===== src/rtl/iobus_seq.sv =====
// IO-bus transaction sequencer: runs one CONO/DATAO/CONI/DATAI at a time as
// timed clear/set or read-strobe pulses, plus IO reset, power-on and PI level encode.
module iobus_seq #(
  parameter int CLR_CYC = 2,
  parameter int GAP_CYC = 1,
  parameter int SET_CYC = 2,
  parameter int RD_CYC  = 4,
  parameter int RST_CYC = 8
) (
  input  logic        clk,
  input  logic        reset,
  input  logic        req,
  input  logic [1:0]  op,
  input  logic [3:9]  dev,
  input  logic [0:35] wdata,
  input  logic        iorst_req,
  output logic        ack,
  output logic        busy,
  output logic [0:35] rdata,
  output logic        iob_poweron,
  output logic        iob_reset,
  output logic        cono_clear,
  output logic        cono_set,
  output logic        datao_clear,
  output logic        datao_set,
  output logic        iob_fm_datai,
  output logic        iob_fm_status,
  output logic [3:9]  ios,
  output logic [0:35] iob_write,
  input  logic [0:35] iob_read,
  input  logic [1:7]  pi_req,
  output logic [2:0]  pi_act
);

  typedef enum logic [2:0] {IDLE, CLR, GAP, SET, RD, RST, DONE} state_t;

  typedef struct packed {
    logic [1:0]  op;
    logic [3:9]  dev;
    logic [0:35] wdata;
  } xact_t;

  localparam logic [3:0] CLR_N = 4'(CLR_CYC - 1);
  localparam logic [3:0] GAP_N = 4'(GAP_CYC - 1);
  localparam logic [3:0] SET_N = 4'(SET_CYC - 1);
  localparam logic [3:0] RD_N  = 4'(RD_CYC - 1);
  localparam logic [3:0] RST_N = 4'(RST_CYC - 1);

  state_t     state, state_nx;
  logic [3:0] cnt, cnt_nx;
  xact_t      xq, xq_nx;
  logic       ld_rd;
  logic [2:0] pi_nx;

  assign busy = (state != IDLE);

  always_comb begin
    state_nx = state;
    cnt_nx   = cnt - 4'd1;
    xq_nx    = xq;
    ld_rd    = 1'b0;
    case (state)
      IDLE: begin
        cnt_nx = cnt;
        if (iorst_req) begin
          state_nx = RST;
          cnt_nx   = RST_N;
        end else if (req) begin
          xq_nx.op    = op;
          xq_nx.dev   = dev;
          xq_nx.wdata = wdata;
          if (op[1]) begin
            state_nx = RD;
            cnt_nx   = RD_N;
          end else begin
            state_nx = CLR;
            cnt_nx   = CLR_N;
          end
        end
      end
      CLR: if (cnt == 4'd0) begin
        if (GAP_CYC > 0) begin
          state_nx = GAP;
          cnt_nx   = GAP_N;
        end else begin
          state_nx = SET;
          cnt_nx   = SET_N;
        end
      end
      GAP: if (cnt == 4'd0) begin
        state_nx = SET;
        cnt_nx   = SET_N;
      end
      SET: if (cnt == 4'd0) state_nx = DONE;
      RD: if (cnt == 4'd0) begin
        state_nx = DONE;
        ld_rd    = 1'b1;
      end
      RST: if (cnt == 4'd0) state_nx = IDLE;
      DONE: begin
        state_nx = IDLE;
        cnt_nx   = cnt;
      end
      default: state_nx = IDLE;
    endcase
  end

  // lowest index wins: scan high to low so the last hit is the highest priority
  always_comb begin
    pi_nx = 3'd0;
    for (int i = 7; i >= 1; i--)
      if (pi_req[i]) pi_nx = 3'(i);
  end

  // bus outputs are decoded from the next state so they flop alongside it
  always_ff @(posedge clk or negedge reset) begin
    if (!reset) begin
      state         <= IDLE;
      cnt           <= '0;
      xq            <= '0;
      ack           <= 1'b0;
      rdata         <= '0;
      iob_poweron   <= 1'b0;
      iob_reset     <= 1'b0;
      cono_clear    <= 1'b0;
      cono_set      <= 1'b0;
      datao_clear   <= 1'b0;
      datao_set     <= 1'b0;
      iob_fm_datai  <= 1'b0;
      iob_fm_status <= 1'b0;
      ios           <= '0;
      iob_write     <= '0;
      pi_act        <= '0;
    end else begin
      state         <= state_nx;
      cnt           <= cnt_nx;
      xq            <= xq_nx;
      iob_poweron   <= 1'b1;
      pi_act        <= pi_nx;
      ack           <= (state_nx == DONE);
      iob_reset     <= (state_nx == RST);
      cono_clear    <= (state_nx == CLR) && (xq_nx.op == 2'b00);
      datao_clear   <= (state_nx == CLR) && (xq_nx.op == 2'b01);
      cono_set      <= (state_nx == SET) && (xq_nx.op == 2'b00);
      datao_set     <= (state_nx == SET) && (xq_nx.op == 2'b01);
      iob_fm_status <= (state_nx == RD)  && (xq_nx.op == 2'b10);
      iob_fm_datai  <= (state_nx == RD)  && (xq_nx.op == 2'b11);
      ios           <= (state_nx != IDLE && state_nx != RST) ? xq_nx.dev : '0;
      iob_write     <= (state_nx inside {CLR, GAP, SET}) ? xq_nx.wdata : '0;
      if (ld_rd) rdata <= iob_read;
    end
  end

endmodule


===== config.mk =====
export PLATFORM = sky130hd
export DESIGN_NAME = iobus_seq
export DESIGN_NICKNAME = d
export VERILOG_FILES = /design/src/rtl/iobus_seq.sv
export SDC_FILE = /design/constraint.sdc
export NUM_CORES = 1
export LEC_CHECK = 0
export CAP_MARGIN = 20
export CORE_MARGIN = 2
export CORE_UTILIZATION = 45
export CTS_CLUSTER_SIZE = 12
export DETAILED_ROUTE_END_ITERATION = 12
export PLACE_DENSITY = 0.88
export RECOVER_POWER = 25
export SYNTH_ARGS = -nofsm -noshare
export SYNTH_HDL_FRONTEND = slang
export SYNTH_SLANG_ARGS = --single-unit

===== constraint.sdc =====
create_clock -name clk -period 2.1 [get_ports clk]
set_clock_uncertainty 0.05 [all_clocks]
set_input_delay 0.42 -clock clk [delete_from_list [all_inputs] [get_ports clk]]
set_output_delay 0.42 -clock clk [all_outputs]
set_load 0.005 [all_outputs]

==> flow_summary.toml <==
[critical_path]
path_max_fanout = 5
r2r_slack_ns = 0.13
crit_type = "register to register"
reg2reg_to = "cnt[3]$_DFFE_PN0P_"
arrival_ns = 2.20
reg2regPathDepth = 7
end_kind = "register"
r2r-start = "cnt[0]$_DFFE_PN0P_"
cp-start-kind = "register"
required_ns = 2.33

[cts]
clk_pin_slew_ns = 0.05
cts_buffers = 17
cts.sinks = 143
clk_latency_ns = 0.42
htreeDepth = 4
cts_tree = "yes"
clk_path_buf_depth = 2
cts_root_buf = "clkbuf_16"

[placed_design]
gp_congestion = 0.804
dp_slack_ns = -0.0990
port_buffers = 183
dpl.hpwl_um = 8880

[timing]
hold_viol = 0
timing.hold.ws_ns = 0.438
slew_headroom_pct = 18.8
fmax_mhz = 507
rsz0062_at_grt = "false"
worst_slack_ns = 0.129
setup_violations = 0
tightest_slew_ns = 1.22
slew_violations = 0
fin_crit_ns = 1.97
finalCritPeriodShare_pct = 93.9

[worst_hold_path]
hp-start = "xq[5]$_DFF_PN0_"
hold_path_end = "xq[5]$_DFF_PN0_"
hold_class = "register to register"
min_path_cells = 1

[drt]
drt-total-wl_um = 12600
drtAntennaViolNets = 0
vias_per_cell = 4.98
first_pass_iters = 4
highest_layer = "met4"
drt_iter0_drc = 130
wl_met2_um = 6660
dr_wl_met3_um = 617
drc = 0
met1_length_um = 4940
wl_per_cell_um = 17.1
vias = 3660

[yosys]
async_flop_share_pct = 100
ys_seq_elements = 143
syn_nets = 465
syn-instance-count = 372
yosysUniqueCellTypes = 46
yosysWarnings = 0
syn_area_um2 = 5410
ys_seq_area_share_pct = 66.2
postSynthAreaPerCell_um2 = 14.5
synth_edf_count = 0
synthFlopType = "dfrtp_1"

[floorplan]
die_y_um = 114
coreArea_um2 = 11900
io_pins = 184
die-area_um2 = 12900
die_w_um = 114
rows = 40
start_util_pct = 45.6

[power]
ir_worst_vdd_mv = 0.720
cellInternalPower_uw = 8950
power_frac_seq_pct = 36.6
p_per_area_nw_per_um2 = 1490
swShare_pct = 27.0
p_clk_share_pct = 27.0
pwr-share-comb_pct = 36.4
p_leak_uw = 0.00358
power.total_uw = 12300
switchingPower_uw = 3320

[global_route]
grt_start_max_net_pins = 59
grt_pass1_wl_um = 19900
grt-ovfl-total = 0
grt_use_total_pct = 20.3
grt_pass1_vias = 3963
antenna_found_initial = 0

[layout]
area_growth_pct = 51.9
drive_gt1_share_pct = 23.1
antenna_cells = 0
final_nets = 668

[flow_run]
drv_cap = 0

[outcome]
outcome = "completed"
[metal layers]
layer	vias to the layer above	track usage, %
met5	-	0
met4	0	9.19
met2	117	34.9
met3	28	5.69
li1	1682	-
met1	1833	23.8
[metrics by stage]
stage | instances | area (um^2) | TNS [ns] | utilization [%]
after global placement | 701 | 7510 | -0.0857 | 63.3
final | 735 | 8220 | 0 | 69.3
after detailed placement | 701 | 7510 | -1.16 | 63.3
after global routing | 735 | 8220 | 0 | 69.3
after floorplan | 372 | 5410 | 0 | -
after CTS | 735 | 8200 | 0 | 69.1
[critical path, stage by stage (launching register included)]
cell and delay, ns:
dfrtp_1 0.41, inv_1 0.10, ha_2 0.22, or3b_1 0.38
buf_4 0.17, a221oi_2 0.27, or3_1 0.16, nand3_1 0.07
[cells in the final DEF, fill, tap and decap left out, types with 2 or more instances in the layout]
master           count
nor3_1               3
o21ai_0              7
nor2_1               8
dlygate4sd3_1        3
clkbuf_8             4
and2_1               2
dfrtp_1            143
nand2_1              6
and3_1               3
bufinv_16            5
clkbuf_1             2
nand3_1              3
inv_1                8
clkbuf_16           17
buf_12               6
o21a_1               3
nor4_1               2
nand2b_1             2
or3_1                3
clkinv_2             3
clkdlybuf4s50_1    179
mux2_2              79
nor2b_1             48
a21oi_1             10
buf_4                9
[cells in the mapped netlist, types with 2 or more instances]
cell	number	area share, %
and2_1	2	0.23
o21ai_0	7	0.65
clkbuf_1	3	0.21
buf_6	4	0.83
nor2b_1	48	5.6
mux2_2	79	16
nand3_1	3	0.28
nor4_1	2	0.23
nor3_1	3	0.28
or3_1	3	0.35
inv_1	8	0.56
o21a_1	3	0.42
nand2_1	6	0.42
and3_1	3	0.35
dfrtp_1	143	66
nand2b_1	2	0.23
buf_2	8	0.74
nor2_1	8	0.56
a21oi_1	10	0.93
[logic make-up (layout without fill, tap and decap cells)]
family                     after synthesis  count (layout)  share of synthesized area, %
AOI/OAI and AO/OA                       35              35                          4.54
muxes                                   80              80                          16.6
other                                    1               1                        0.0693
DFF                                    143             143                          66.2
adders and majority gates                1               1                         0.231
and+or+nand+nor                         87              87                          9.79
buffers and inverters                   24             240                          2.41
xor gates and xnor gates                 1               1                         0.162
[worst max-delay path by stage]
| stage | from | to | slack, ns | depth (start not counted) |
|---|---|---|---|---|
| floorplan | cnt[0]$_DFFE_PN0P_ | cono_clear$_DFF_PN0_ | 0.20 | 7 |
| global placement | req | cnt[0]$_DFFE_PN0P_ | -0.05 | 6 |
| detailed placement | req | cnt[0]$_DFFE_PN0P_ | -0.1 | 6 |
| CTS | state[0]$_DFF_PN0_ | busy | 0.02 | 3 |
| global route | cnt[0]$_DFFE_PN0P_ | cnt[3]$_DFFE_PN0P_ | 0.05 | 7 |
| finish | cnt[0]$_DFFE_PN0P_ | cnt[3]$_DFFE_PN0P_ | 0.13 | 7 |
[sequential cells by signal (all words and copies together) (netlist names)]
register	flops
ack	1
cnt	4
cono_clear	1
cono_set	1
datao_clear	1
datao_set	1
iob_fm_datai	1
iob_fm_status	1
iob_poweron	1
iob_reset	1
iob_write	36
ios	7
pi_act	3
rdata	36
state	3
xq	45
[power by group through the flow]
stage | registers, uW | logic [uW] | clock network, uW
after global routing | 4620 | 4820 | 3510
after detailed placement | 4520 | 4400 | 0
after floorplan | 4480 | 2090 | 0
after CTS | 4490 | 4470 | 3370
after global placement | 4440 | 4220 | 0
final | 4490 | 4460 | 3320
[final cells by class]
class	instances	area [um^2]
multi-input cells	205	1730
clock inverters	10	181
fillers	812	3640
well taps	147	184
inverters	8	30.0
repair buffers	200	2030
clock buffers	22	484
flip-flops and latches	143	3580
[repair_timing]
action                                 in CTS  in global routing
buffers inserted                            1                  0
hold buffers                                1                  0
endpoints found under the hold margin      45                  0
pin swaps                                   1                  1
resized for setup                           1                  5
setup endpoints to repair                   2                  8
cloned                                      0                  0
Power figures use the tool's default switching activity.
